## src/rtl/gate_bist_ctrl.sv

```systemverilog
// Built-in self-test sequencer for a 2-input logic gate: applies the four input
// vectors in order, compares the gate output to a latched truth table, reports result.
module gate_bist_ctrl #(
  parameter int SETTLE = 2
) (
  input  logic       clk,
  input  logic       rst,
  input  logic       start,
  input  logic [3:0] truth,
  input  logic       dut_out,
  output logic       dut_in1,
  output logic       dut_in2,
  output logic       busy,
  output logic       done,
  output logic       pass,
  output logic [2:0] err_cnt,
  output logic [1:0] first_fail,
  output logic       fail_valid
);

  typedef enum logic [1:0] {IDLE, APPLY, SAMPLE, DONE} state_t;

  localparam logic [3:0] SETTLE_LAST = 4'(SETTLE - 1);

  state_t     state;
  logic [1:0] idx;
  logic [3:0] settle_cnt;
  logic [3:0] truth_q;
  logic       mismatch;
  logic [2:0] err_next;

  assign mismatch = (dut_out != truth_q[idx]);
  // Four vectors can never exceed 4 mismatches, but the count is still clamped.
  assign err_next = (err_cnt == 3'd4) ? 3'd4 : err_cnt + 3'd1;

  // NOTE: all state and outputs use non-blocking assignments so every register
  // samples pre-edge values, independent of statement order inside this block.
  always_ff @(posedge clk) begin
    if (rst) begin
      state      <= IDLE;
      idx        <= 2'd0;
      settle_cnt <= 4'd0;
      truth_q    <= 4'd0;
      dut_in1    <= 1'b0;
      dut_in2    <= 1'b0;
      busy       <= 1'b0;
      done       <= 1'b0;
      pass       <= 1'b0;
      err_cnt    <= 3'd0;
      first_fail <= 2'd0;
      fail_valid <= 1'b0;
    end else begin
      case (state)
        IDLE: begin
          if (start) begin
            state      <= APPLY;
            truth_q    <= truth;
            idx        <= 2'd0;
            settle_cnt <= 4'd0;
            {dut_in1, dut_in2} <= 2'b00;
            busy       <= 1'b1;
            pass       <= 1'b0;
            err_cnt    <= 3'd0;
            first_fail <= 2'd0;
            fail_valid <= 1'b0;
          end
        end

        APPLY: begin
          if (settle_cnt == SETTLE_LAST) begin
            state      <= SAMPLE;
            settle_cnt <= 4'd0;
          end else begin
            settle_cnt <= settle_cnt + 4'd1;
          end
        end

        SAMPLE: begin
          if (mismatch) begin
            err_cnt <= err_next;
            if (!fail_valid) begin
              first_fail <= idx;
              fail_valid <= 1'b1;
            end
          end
          if (idx == 2'd3) begin
            state <= DONE;
            {dut_in1, dut_in2} <= 2'b00;
            busy  <= 1'b0;
            done  <= 1'b1;
            pass  <= (err_cnt == 3'd0) && !mismatch;
          end else begin
            state <= APPLY;
            idx   <= idx + 2'd1;
            {dut_in1, dut_in2} <= idx + 2'd1;
          end
        end

        DONE: begin
          state <= IDLE;
          done  <= 1'b0;
        end

        default: state <= IDLE;
      endcase
    end
  end

endmodule

```

## config.mk

```make
export PLATFORM = sky130hd
export DESIGN_NAME = gate_bist_ctrl
export DESIGN_NICKNAME = d
export VERILOG_FILES = /design/src/rtl/gate_bist_ctrl.sv
export SDC_FILE = /design/constraint.sdc
export NUM_CORES = 1
export LEC_CHECK = 0
export CAP_MARGIN = 40
export CORE_ASPECT_RATIO = 0.9
export CORE_MARGIN = 5
export CORE_UTILIZATION = 45
export CTS_BUF_LIST = sky130_fd_sc_hd__clkbuf_2
export CTS_CLUSTER_SIZE = 16
export DETAILED_ROUTE_END_ITERATION = 7
export DONT_BUFFER_PORTS = 1
export HOLD_SLACK_MARGIN = 0.1
export PLACE_DENSITY_LB_ADDON = 0.15
export SYNTH_ARGS = -nofsm -noshare
export SYNTH_HDL_FRONTEND = slang
export SYNTH_SLANG_ARGS = --single-unit
```

## constraint.sdc

```tcl
create_clock -name clk -period 2.2 [get_ports clk]
set_input_delay 0.55 -clock clk [delete_from_list [all_inputs] [get_ports clk]]
set_output_delay 0.55 -clock clk [all_outputs]
set_load 0.01 [all_outputs]
```

======== Yosys cells after proc, flatten, opt, wreduce, memory -nomap -nowiden ========
Cells that the tools add are included.
Widths: inputs -> output; s select.
storage, ports and cells
  bits in registers ....................... 23
  input port bits ......................... 8
  output and inout port bits .............. 11
  word-level logic and storage cells ...... 78
operators by class
  add/subtract/negate cells ............... 3
  order comparisons ....................... 1
  equality and inequality tests ........... 13
  muxes and demuxes ....................... 33
  reduce and logical (&&, ||, !) cells .... 16
operators by type and width
  operator             number
  $mux 2               7
  $ne 2x2->1 const B   6
  $pmux 1 s2           6
  $reduce_and 2->1     5
  $mux 1               9
  $mux 3               3
  $reduce_and 3->1     3
  $mux 4               2
  $pmux 2 s2           2
  $pmux 2 s4           1
  $pmux 4 s2           1
  $eq 2x2->1 const B   3
  $pmux 3 s2           1
  $reduce_bool 2->1    3
  $add 4x1->4 const B  1
  $eq 4x1->1 const B   1
  $reduce_and 4->1     1
  $add 3x1->3 const B  1
  $eq 3x3->1 const B   1
  $logic_not 3->1      1
  $lt 2x3->1 const B   1
  $add 2x1->2 const B  1
  $bmux 1 s2           1
  $eq 2x1->1 const B   1
  other kinds (4)      4

======== Longest topological paths before layout ========
  word-level depth ........................ 7
  mapped depth ............................ 6
  gate-level depth less buffers ........... 5

======== Least setup slack after synthesis ========
No wires, ideal clock.
  path type ............................... flip-flop to flip-flop
  from .................................... reg idx[0]
  to ...................................... reg pass
  setup time .............................. 0.071 ns
  data arrival time ....................... 1.785 ns
  required time ........................... 2.129 ns
  path slack .............................. 0.344 ns
  cell stages (with the launch flop) ...... 5
  buffers on the path ..................... 0
  clock period less this slack ............ 1.856 ns
  cell sequence ........................... dfxtp_1 > mux4_2 > xor2_2 > or4_1 > a21oi_1
on the way
  longest elaborated chain between the ends .. 7
  elaborated cells between the ends (all ways) .. 10
  those cells by class .................... eq/ne (3); mux (4); reduce/logical (3)
RTL lines
  element                       line  text
  start: declaration            26    logic [1:0] idx;
  start signal: assignment      94    idx <= idx + 2'd1;
  $bmux 1 s2                    32    assign mismatch = (dut_out != truth_q[idx]);
  $mux 1 (implied by the code)  32
  $ne 1x1->1                    32
  $logic_not 1->1               91    pass <= (err_cnt == 3'd0) && !mismatch;
  $logic_and 1x1->1             91
  $mux 1                        86    if (idx == 2'd3) begin
  $pmux 1 s2                    53    case (state)
  end signal: assignment        91
  end: declaration              15    output logic pass,
Parallel ways exist; a longest one is shown, timed or not. The select of a mux whose other input is x is not followed.
A chain may end at the register's enable or synchronous reset.

======== Worst setup path in the final report ========
  from .................................... reg idx[0]
  to ...................................... reg err_cnt[0]
on the way
  longest elaborated chain between the ends .. 5
RTL lines
  element                            line  text
  $bmux 1 s2                         32
  $mux 1 (implied by the code)       32
  $ne 1x1->1                         32
  $ne 2x2->1 (no source line)        n/a
  $reduce_and 3->1 (no source line)  n/a
  end signal: assignment             80    err_cnt <= err_next;
  end: declaration                   16    output logic [2:0] err_cnt,
Every way passes these cells. The select of a mux whose other input is x is not followed.

==> summary.txt <==
Status - finished clean
Height of the chip - 57.1 um
Critical path class - flop to flop
Sequential fraction of the synthesis area - 41.6%
Worst Setup Start Kind - flop
Worst Setup SP - idx[0]
Slew @ Worst Pin - 0.558 ns
Fraction of layout instances using a drive strength above 1 - 7.26%
Placed cell area - 0.00112 mm^2
Post-layout minimum cycle time - 1.99 ns
Post-CTS Setup Inserts - 0
Total Nets Final - 138
Worst Setup EP - err_cnt[0]
Routability cong. - 0.781
Post-synth EDFFs - 0
Wire per inst - 14.0 um
Worst skew pair latency - 0.31 ns
Count of different cell masters after synthesis - 31
CP max FO - 7
Slew Viols, Final - 0
Antenna viol nets, final - 0
Root buf cell - clkbuf_2
Final Util - 47.4%
Setup TNS - 0 ns
Overflow left after global routing - 0
Post-Route WL - 2120 um
# clock sinks - 23
Syn Area/Cell - 8.79 um^2
Post-synthesis sequential element count - 23
First-pass GRT wire length - 3830 um
Fillers - 242
Worst-path clk slew - 0.20 ns
Synth warn - 0
Power Density - 650 mW/mm^2
HP Class - input pin to flop
Worst EP arrival - 2.27 ns
Reg area - 460 um^2
Vias per cell - 5.83
Port bufs - 0
RSZ-0062 raised after global routing - false
Final hold viol count - 0
Initial DRT Pass Iterations - 4
Residual DRC - 0
Setup slack, reg-to-reg - 0.21 ns
Cts hold-fix bufs - 0
Min Hold Slack - 0.268 ns
CTS H-tree depth - 1
Period utilisation layout - 90.5%
DR iter-0 viols - 40
Num CTS Buffers - 3
Rows - 17
Design Area, Final - 0.00114 mm^2
Largest net degree at the start of global routing - 24
GRT Overall Usage - 12.8%
Post-DP HPWL - 1580 um
CP required - 2.48 ns
Type of destination of the critical path - flop
Number of setup violations in the final report - 0
Clk buf depth - 2
Maximum vdd drop - 0.000336 V
CTS tree - yes
Relative slew slack - 61.9%
Die area - 0.00355 mm^2
Area of the multi-input gates - 591 um^2
Fmax - 502 MHz
Number of max-cap violations - 0
Area Growth Syn to Fin - 2.94%
Share of flip-flops with an asynchronous set or reset - 0%
Final setup skew - 0.00423 ns
Reg2reg end - err_cnt[0]
Worst r2r path cells - 4
R2R Path Start - idx[0]
Initial antenna violation count - 0
Pwr Total - 0.740 mW
Synth Net Count - 139
Post-Synthesis Cells - 126
Vias in the first global route - 863
Top_reg_cell synth - dfxtp_1
Leakage - 0.421 nW
Antenna Diode Count - 0
Initial core utilization - 46.1%
Die width - 62.3 um
Post_cts resized - 0
I/O pins - 19
Cell Area, Synth - 0.00111 mm^2
Core area - 0.00240 mm^2
Vias - 886
cell usage after synthesis (all sizes together), types with 2 or more instances:
| cell type | number | area share, % |
|---|---|---|
| nor2 | 19 | 6.4 |
| o21ai | 7 | 3.2 |
| nand2 | 3 | 1.0 |
| nand3 | 6 | 2.7 |
| clkbuf | 6 | 2.0 |
| inv | 9 | 3.1 |
| a2bb2oi | 2 | 1.6 |
| nor3 | 4 | 1.8 |
| a22oi | 5 | 3.4 |
| a211oi | 4 | 2.7 |
| or2b | 2 | 1.6 |
| mux2i | 6 | 5.4 |
| a21oi | 8 | 3.6 |
| dfxtp | 23 | 42 |
| ha | 5 | 5.6 |
| a22o | 2 | 1.6 |
per-stage QoR:
step                      cells  worst slack (ns)
after floorplan             126             0.344
after global placement      148             0.289
after detailed placement    148             0.255
after CTS                   152             0.204
after global routing        152            0.0648
final                       152             0.209
cell usage in the layout (no fill, tap or decap), types with 2 or more instances in the layout:
cell / instances
a211oi_1: 4
a21oi_1: 8
a22o_1: 2
a22oi_1: 5
a2bb2oi_1: 2
clkbuf_2: 4
dfxtp_1: 23
ha_1: 5
inv_1: 9
mux2i_1: 6
nand2_1: 3
nand3_1: 6
nor2_1: 19
nor3_1: 4
o21ai_0: 7
or2b_2: 2
state kept, by name (all words and copies together) (netlist names):
register / flops
done: 1
dut_in1: 1
idx: 2
err_cnt: 3
truth_q: 4
settle_cnt: 4
dut_in2: 1
busy: 1
first_fail: 2
pass: 1
fail_valid: 1
state: 2
critical path: stages (launching register included):
cell and delay [ns]:
dfxtp_1 0.51, mux4_2 0.59, xnor2_1 0.19, a2111oi_0 0.45, a22o_1 0.22
power breakdown:
group,internal [mW],switching (mW)
Clock,0.0481,0.119
Sequential,0.438,0.0275
Combinational,0.0480,0.0599
Total,0.534,0.207
worst min path at each step:
stage               cells past startpoint  slack, ns    endpoint       start
floorplan                               2       0.45  truth_q[2]  truth_q[2]
global placement                        2       0.48  truth_q[3]  truth_q[3]
detailed placement                      2       0.48  truth_q[3]  truth_q[3]
CTS                                     1       0.24        pass         rst
global route                            1       0.21  truth_q[3]         rst
finish                                  1       0.27     dut_in1         rst
logic make-up (layout without fill, tap and decap cells):
| family | count (synthesis) | after routing | share of synthesized area, % |
|---|---|---|---|
| simple gates | 40 | 40 | 17.2 |
| fa+ha+maj | 5 | 5 | 5.65 |
| buf+inv | 15 | 13 | 5.08 |
| xor+xnor | 2 | 2 | 2.26 |
| mux | 7 | 7 | 7.46 |
| flops | 23 | 23 | 41.6 |
| compound gates | 34 | 34 | 20.8 |
routing by layer:
metal | vias to the layer above | global-route usage, % | routed length (um)
li1 | 447 | - | -
met2 | 15 | 20.6 | 976
met3 | 4 | 4.33 | 89
met4 | 0 | 4.85 | 27
met5 | - | 0 | 0
met1 | 420 | 16.0 | 1030
area by class of cell:
type | count | area share [%]
well taps | 28 | 3.07
clock buffers | 4 | 1.76
inverters | 9 | 2.96
flip-flops and latches | 23 | 40.4
multi-input cells | 88 | 51.8
Note: power is estimated with default switching activity, not from simulation.
